File: src/rtl/icache.sv
// Direct-mapped, one-word-per-line, read-only instruction cache.
// Optional hit/miss statistics counters are built when ICACHE_STAT_EN is defined.
module icache #(
  parameter int INDEX_BITS = 6
) (
  input  logic        clk_i,
  input  logic        rst_i,
  input  logic        rdy_i,
  input  logic        fetch_req_i,
  input  logic [31:0] fetch_pc_i,
  output logic        instr_valid_o,
  output logic [31:0] instr_out_o,
  output logic        mem_req_o,
  output logic [31:0] mem_addr_o,
  input  logic        mem_valid_i,
  input  logic [31:0] mem_data_i,
  output logic [31:0] hit_cnt_o,
  output logic [31:0] miss_cnt_o
);

  localparam int LINES = 1 << INDEX_BITS;
  localparam int TAG_W = 30 - INDEX_BITS;

  localparam logic [1:0] S_IDLE = 2'd0;
  localparam logic [1:0] S_MISS = 2'd1;
  localparam logic [1:0] S_RESP = 2'd2;

  logic [1:0]            state_q, state_d;
  logic                  instr_valid_q, instr_valid_d;
  logic [31:0]           instr_out_q, instr_out_d;
  logic                  mem_req_q, mem_req_d;
  logic [31:0]           mem_addr_q, mem_addr_d;
  logic [INDEX_BITS-1:0] idx_q, idx_d;
  logic [TAG_W-1:0]      tag_lat_q, tag_lat_d;
  logic [LINES-1:0]      valid_q;
  logic                  fill_we;

  logic [TAG_W-1:0]      tag_arr [LINES];
  logic [31:0]           data_arr [LINES];

  logic [INDEX_BITS-1:0] lk_idx;
  logic [TAG_W-1:0]      lk_tag;
  logic                  lk_hit;
  logic                  unused_pc_lsb;

  // Lookup is purely combinational on the incoming pc; only the result is registered.
  assign lk_idx        = fetch_pc_i[INDEX_BITS+1:2];
  assign lk_tag        = fetch_pc_i[31:INDEX_BITS+2];
  assign lk_hit        = valid_q[lk_idx] && (tag_arr[lk_idx] == lk_tag);
  assign unused_pc_lsb = ^fetch_pc_i[1:0];

  always_comb begin
    state_d       = state_q;
    instr_valid_d = instr_valid_q;
    instr_out_d   = instr_out_q;
    mem_req_d     = mem_req_q;
    mem_addr_d    = mem_addr_q;
    idx_d         = idx_q;
    tag_lat_d     = tag_lat_q;
    fill_we       = 1'b0;
    case (state_q)
      S_IDLE: begin
        if (fetch_req_i) begin
          if (lk_hit) begin
            instr_out_d   = data_arr[lk_idx];
            instr_valid_d = 1'b1;
            state_d       = S_RESP;
          end else begin
            idx_d      = lk_idx;
            tag_lat_d  = lk_tag;
            mem_addr_d = {fetch_pc_i[31:2], 2'b00};
            mem_req_d  = 1'b1;
            state_d    = S_MISS;
          end
        end
      end
      S_MISS: begin
        // The fill finishes regardless of fetch_req; the fetcher absorbs the pulse.
        if (mem_valid_i) begin
          fill_we       = 1'b1;
          instr_out_d   = mem_data_i;
          instr_valid_d = 1'b1;
          mem_req_d     = 1'b0;
          state_d       = S_RESP;
        end
      end
      S_RESP: begin
        instr_valid_d = 1'b0;
        state_d       = S_IDLE;
      end
      default: begin
        instr_valid_d = 1'b0;
        mem_req_d     = 1'b0;
        state_d       = S_IDLE;
      end
    endcase
  end

  always_ff @(posedge clk_i or posedge rst_i) begin
    if (rst_i) begin
      state_q       <= S_IDLE;
      instr_valid_q <= 1'b0;
      instr_out_q   <= '0;
      mem_req_q     <= 1'b0;
      mem_addr_q    <= '0;
      idx_q         <= '0;
      tag_lat_q     <= '0;
      valid_q       <= '0;
    end else if (rdy_i) begin
      state_q       <= state_d;
      instr_valid_q <= instr_valid_d;
      instr_out_q   <= instr_out_d;
      mem_req_q     <= mem_req_d;
      mem_addr_q    <= mem_addr_d;
      idx_q         <= idx_d;
      tag_lat_q     <= tag_lat_d;
      if (fill_we) valid_q[idx_q] <= 1'b1;
    end
  end

  // Tag/data storage is never reset; the valid bits gate every lookup.
  always_ff @(posedge clk_i) begin
    if (rdy_i && fill_we) begin
      tag_arr[idx_q]  <= tag_lat_q;
      data_arr[idx_q] <= mem_data_i;
    end
  end

`ifdef ICACHE_STAT_EN
  logic        hit_inc, miss_inc;
  logic [31:0] hit_cnt_q, miss_cnt_q;

  assign hit_inc  = (state_q == S_IDLE) && fetch_req_i &&  lk_hit;
  assign miss_inc = (state_q == S_IDLE) && fetch_req_i && !lk_hit;

  always_ff @(posedge clk_i or posedge rst_i) begin
    if (rst_i) begin
      hit_cnt_q  <= '0;
      miss_cnt_q <= '0;
    end else if (rdy_i) begin
      if (hit_inc)  hit_cnt_q  <= hit_cnt_q + 32'd1;
      if (miss_inc) miss_cnt_q <= miss_cnt_q + 32'd1;
    end
  end

  assign hit_cnt_o  = hit_cnt_q;
  assign miss_cnt_o = miss_cnt_q;
`else
  assign hit_cnt_o  = '0;
  assign miss_cnt_o = '0;
`endif

  assign instr_valid_o = instr_valid_q;
  assign instr_out_o   = instr_out_q;
  assign mem_req_o     = mem_req_q;
  assign mem_addr_o    = mem_addr_q;

endmodule

File: config.mk
export PLATFORM = sky130hd
export DESIGN_NAME = icache
export DESIGN_NICKNAME = d
export VERILOG_FILES = /design/src/rtl/icache.sv
export SDC_FILE = /design/constraint.sdc
export NUM_CORES = 2
export LEC_CHECK = 0
export BUFFER_PORTS_ARGS = -buffer_cell sky130_fd_sc_hd__buf_2
export CORE_MARGIN = 1.5
export CORE_UTILIZATION = 25
export CTS_CLUSTER_DIAMETER = 40
export DETAILED_ROUTE_END_ITERATION = 10
export PLACE_DENSITY = 0.45
export SKIP_LAST_GASP = 1
export SYNTH_ARGS = -nofsm -noshare
export SYNTH_HDL_FRONTEND = slang
export SYNTH_SLANG_ARGS = --single-unit
File: constraint.sdc
create_clock -name clk_i -period 11.8 [get_ports clk_i]
set_clock_uncertainty 0.05 [all_clocks]
set_input_delay 1.77 -clock clk_i [delete_from_list [all_inputs] [get_ports clk_i]]
set_output_delay 1.77 -clock clk_i [all_outputs]
set_load 0.05 [all_outputs]
======== Word level (Yosys, flattened, before mapping) ========
Memory sizes are Yosys's and may differ from the RTL's.
Index checks and enable logic that the tools add are counted.
storage, ports and cells
  bits in writable memories ............... 3584
  memories ................................ 2
  word-level logic and storage cells ...... 58
  register bits ........................... 160
  output and inout bits ................... 130
  bits of input ports ..................... 69
memory list
  name      depth  width  rd ports  clocked after memory_dff  wr ports  RTL line  source
  data_arr  64     32     1         0                         1         39        logic [31:0] data_arr [LINES];
  tag_arr   64     24     1         0                         1         38        logic [TAG_W-1:0] tag_arr [LINES];
operators by class
  reduce and logical (&&, ||, !) cells .... 11
  multiplexer cells ....................... 24
  bitwise logic cells ..................... 3
  magnitude comparators ................... 3
  equality and inequality tests ........... 7
operator list
  kind                                                        count
  two-way mux 32 bit                                          3
  OR 64 bit                                                   1
  case mux 32 bit (2 select lines)                            1
  == test 24 bit                                              1
  less-than comparator 6 x 7 -> 1 bit, second input constant  2
  two-way mux 1 bit                                           12
  AND reduction 5 bit                                         2
  inequality test 2 bit, second input constant                4
  AND reduction 4 bit                                         2
  binary-select mux 1 bit (select 6 bit)                      1
  demux 1 bit (select 6 bit)                                  1
  >= comparator 6 x 1 -> 1 bit, second input constant         1
  two-way mux 2 bit                                           3
  case mux 2 bit (2 select lines)                             1
  logical AND 1 bit                                           3
  case mux 1 bit (3 select lines)                             1
  AND reduction 3 bit                                         1
  == test 2 x 1 -> 1 bit, second input constant               1
  == test 2 bit, second input constant                        1
  logical NOT 2 bit                                           1
  NOT 1 bit                                                   2
  case mux 1 bit (2 select lines)                             1
  AND reduction 2 bit                                         1
  nonzero test 2 bit                                          1

======== Longest topological paths before layout ========
  word-level depth ........................ 6
  gate-level depth with buffers ........... 18
  gate-level depth less buffers ........... 10

======== Worst setup path before layout ========
OpenSTA, ideal clock, no wires.
  kind .................................... input-to-reg
  start point ............................. in rdy_i
  end point ............................... mem data_arr[23][0] (enable)
  cell stages on the path ................. 4
  buffers on the path ..................... 1
  required time ........................... 11.279 ns
  setup time .............................. 0.471 ns
  arrival ................................. 4.876 ns
  slack ................................... 6.403 ns
  cells stage by stage .................... and3_1 -> clkbuf_1 -> nand4_1 -> nor2_1
on the way
  cells in the longest elaborated chain, start to end .. 3
RTL lines
  element                                  RTL line  source
  start, declared                          8         input logic rdy_i,
  logical AND 1 bit                        123       if (rdy_i && fill_we) begin
  two-way mux 1 bit                        123
  two-way mux 1 bit (implied by the code)  125       data_arr[idx_q] <= mem_data_i;
  end, declared                            39
Every way passes these cells.

======== Worst setup path in the final report ========
  start point ............................. in fetch_pc_i[4]
  end point ............................... reg tag_lat_q[10]
on the way
  cells in the longest elaborated chain, start to end .. 5
  elaborated cells on any way between the ends .. 7
  classes of those cells .................. eq/ne: 1; mux: 2; bitwise: 1; reduce/logical: 2; memory: 1
RTL lines
  element                                                                                RTL line  source
  start, declared                                                                        10        input logic [31:0] fetch_pc_i,
  memory (64 x 24 bit) / binary-select mux 1 bit (select 6 bit) (equally long branches)  n/a
  == test 24 bit / two-way mux 1 bit (equally long branches)                             49        assign lk_hit = valid_q[lk_idx] && (tag_arr[lk_idx] == lk_tag);
  logical AND 1 bit *                                                                    49
  NOT 1 bit (no source line) *                                                           n/a
  AND reduction 4 bit (no source line) *                                                 n/a
  end signal, assigned                                                                   116       tag_lat_q <= tag_lat_d;
  end, declared                                                                          34        logic [TAG_W-1:0] tag_lat_q, tag_lat_d;
Mark *: on every way between the ends. The rest lies on a longest branch, timed or not. The select of a mux whose other input is x is not followed.
A chain may end at the register's enable or synchronous reset.

==> flow_metrics.py <==
metrics = {
    "sta": {
        "rsz0062_at_grt": "false",
        "hold_violations": 0,
        "finalSetupViolCount": 0,
        "slew-limit-headroom": 0.08909,
        "drv_slew": 0,
        "finalWorstSetupSlack_ns": 4.380,
        "whs_ns": 0.4114,
        "finalCritPeriodShare": 0.6288,
        "worst_slew_pin_slew_ns": 1.366,
        "fmax_ghz": 0.1348,
        "layout_min_cycle_time_ns": 7.420,
        "tns_ns": 0,
    },
    "pwr": {
        "p_per_area_nw_per_um2": 195.0,
        "vdd_ir_drop_max_mv": 0.1936,
        "p_sw_uw": 8358,
        "pwr-share-seq": 0.482,
        "switching_share": 0.2513,
        "clkPwrFrac": 0.439,
        "intPower_uw": 24900,
        "power_uw": 33260,
        "p_leak_uw": 0.05355,
        "p_comb_frac": 0.079,
    },
    "setup_path": {
        "cp.arrival_ns": 8.19,
        "r2r_end": "tag_arr[43][20]",
        "critPathCaptureType": "flop",
        "reg2regPathDepth": 9,
        "r2r_setup_slack_ns": 5.53,
        "reg2reg_from": "state_q[0]",
        "path_max_fanout": 73,
        "start_kind": "input pin",
        "crit_required_ns": 12.57,
        "crit_type": "in -> reg",
    },
    "synth": {
        "yosysWarningCount": 0,
        "yosys-top-cells-count": "edfxtp_1, mux4_2, mux2i_1",
        "syn_inst": 6330,
        "synth_top_area_cell": "edfxtp_1",
        "yosysMostFrequentCell": "edfxtp_1",
        "postSynthAreaPerCell_sq_um": 22.71,
        "synth.distinct_cells": 71,
        "synth_area_leaders": "edfxtp_1, mux4_2, dfrtp_1, mux2i_1, mux2_2",
        "synth_enable_flop_cells": 3584,
        "syn_area_sq_um": 143800,
        "synth_ff_type": "edfxtp_1",
        "yosysTopAreaCellShare": 0.7487,
        "yosysSeqAreaShare": 0.7713,
        "async_reset_ff_frac": 0.03500,
        "synth_seq_cells": 3714,
    },
    "min_path": {
        "hp-class": "reg -> reg",
        "hold_start": "valid_q[35]",
        "hold_path_end": "valid_q[35]",
        "hold_path_depth": 1,
    },
    "floorplan": {
        "core-area_sq_um": 572900,
        "die_h_um": 761.3,
        "start_util": 0.2509,
        "die_x_um": 761.3,
        "die_area_sq_um": 579600,
        "core.rowCount": 278,
        "ios": 199,
    },
    "final_layout": {
        "drive_above_1_share": 0.3366,
        "multi_input_area_sq_um": 31280,
        "regArea_sq_um": 110900,
        "fillers": 55240,
        "fin_cells": 14830,
        "nNetsFinal": 6923,
        "syn2layout_area_growth_pct": 18.63,
    },
    "clock_network": {
        "cts.htree.levels": 5,
        "hold_buffers": 0,
        "cts_sinks": 3714,
        "cts_max_path_buffers": 4,
        "cts_inserted_buffers": 465,
        "cts_setup_buffers": 0,
        "clk_pin_slew_worst_paths_ns": 0.06,
        "cts_root_buffer": "clkbuf_16",
        "cts_resized": 0,
        "cts_tree": "yes",
        "clk_latency_ns": 1.04,
    },
    "grt": {
        "grt_max_degree": 114,
        "grt_antenna_before_repair": 55,
        "gr-total-overflow": 0,
        "track_usage": 0.1591,
        "grt_pass1_vias": 72770,
        "grt_pass1_wl_um": 639900,
    },
    "detailed_routing": {
        "final_antenna_net_count": 0,
        "route.vias.total": 71330,
        "wl_per_cell_um": 31.98,
        "drcViolationCount": 0,
        "via_per_inst": 4.809,
        "drtIter0Drc": 8452,
        "routed_wl_um": 474300,
        "dr.pass1.iters": 6,
    },
    "placed_design": {
        "place_congestion": 0.7636,
        "hpwl_um": 259000,
        "numPortBuffers": 130,
        "placed_cells": 13950,
        "place_ws_ns": 3.383,
    },
    "flow_run": {
        "maxCapViolCount": 0,
    },
    "run_status": {
        "status": "complete, no violations",
    },
}
## metrics by stage
stage	instance area, sq um	util
after floorplan	144000	-
after global routing	170500	0.2976
after CTS	170500	0.2976
final	170500	0.2977
after detailed placement	154500	0.2697
after global placement	154500	0.2697
## layout make-up
class,count,share of cell area
clock inverter,361,0.02443
timing repair buffer,396,0.01637
tap,7560,0.05546
inverter,11,0.0003595
antenna,13,0.0001907
multi-input combinational,2266,0.1834
sequential,3714,0.6503
clock buffer,512,0.06944
## flip-flops by register name (all words and copies together) (netlist names)
register,count
valid_q,64
instr_valid_o,1
mem_req_o,1
idx_q,5
mem_addr_o,2
tag_arr,1536
state_q,2
data_arr,2048
instr_out_o,32
tag_lat_q,23
## placed cells by master (no fill, tap or decap), types with 38 or more instances in the layout
cell type and n:
buf_4 259, buf_2 125, mux2_2 81, conb_1 66
edfxtp_1 3584, dfrtp_1 106, mux2i_1 270, a22oi_1 83
clkbuf_16 465, or2_2 96, nor2_4 65, clkinv_4 38
nor2_1 64, a21oi_1 42, clkinv_2 78, inv_6 40
nand2_1 104, mux4_2 951, clkbuf_1 44, bufinv_16 61
clkinv_1 56, nand3_1 63, clkinvlp_4 63
## worst max-delay path, stage by stage
cell and delay (ns):
buf_8 0.55, buf_12 0.54, buf_4 0.83, mux2i_1 0.21
o221ai_1 0.21, a211oi_1 0.09, nor4_1 0.91, xor2_1 0.32
a211oi_2 0.44, nand4_4 0.12, buf_4 0.30, o21bai_4 0.68
buf_12 0.34, mux2_2 0.38
## kinds of logic after synthesis
| group | after synthesis | synth area share |
|---|---|---|
| xor+xnor | 28 | 0.001706 |
| mux | 1303 | 0.1742 |
| buf+inv | 415 | 0.01659 |
| other cells | 1 | 0.00002609 |
| compound gates | 352 | 0.01809 |
| flops | 3714 | 0.7713 |
| simple gates | 517 | 0.01809 |
## power groups by stage
stage / combinational, uW / clock [uW] / sequential (uW)
global placement: 2630 / 0 / 16200
detailed placement: 2670 / 0 / 16300
global route: 2780 / 15400 / 16100
CTS: 2670 / 14900 / 16000
floorplan: 1130 / 0 / 16500
finish: 2620 / 14600 / 16000
## per-layer routing
metal | global-route usage | wire length [um]
met1 | 0.2283 | 212500
met2 | 0.2555 | 222800
met3 | 0.02376 | 28240
met4 | 0.03565 | 10730
met5 | 0 | 0
## how the worst max path moves through the flow
| stage | start | end | slack (ns) |
|---|---|---|---|
| finish | fetch_pc_i[4] | tag_lat_q[10] | 4.38 |
| global placement | fetch_pc_i[2] | tag_lat_q[15] | 3.39 |
| CTS | fetch_pc_i[2] | instr_out_o[31] | 4.44 |
| detailed placement | fetch_pc_i[2] | instr_out_o[31] | 3.38 |
| global route | fetch_pc_i[2] | instr_out_o[28] | 4.17 |
| floorplan | rdy_i | data_arr[23][0] | 6.40 |
Note: power is estimated with default switching activity, not from simulation.
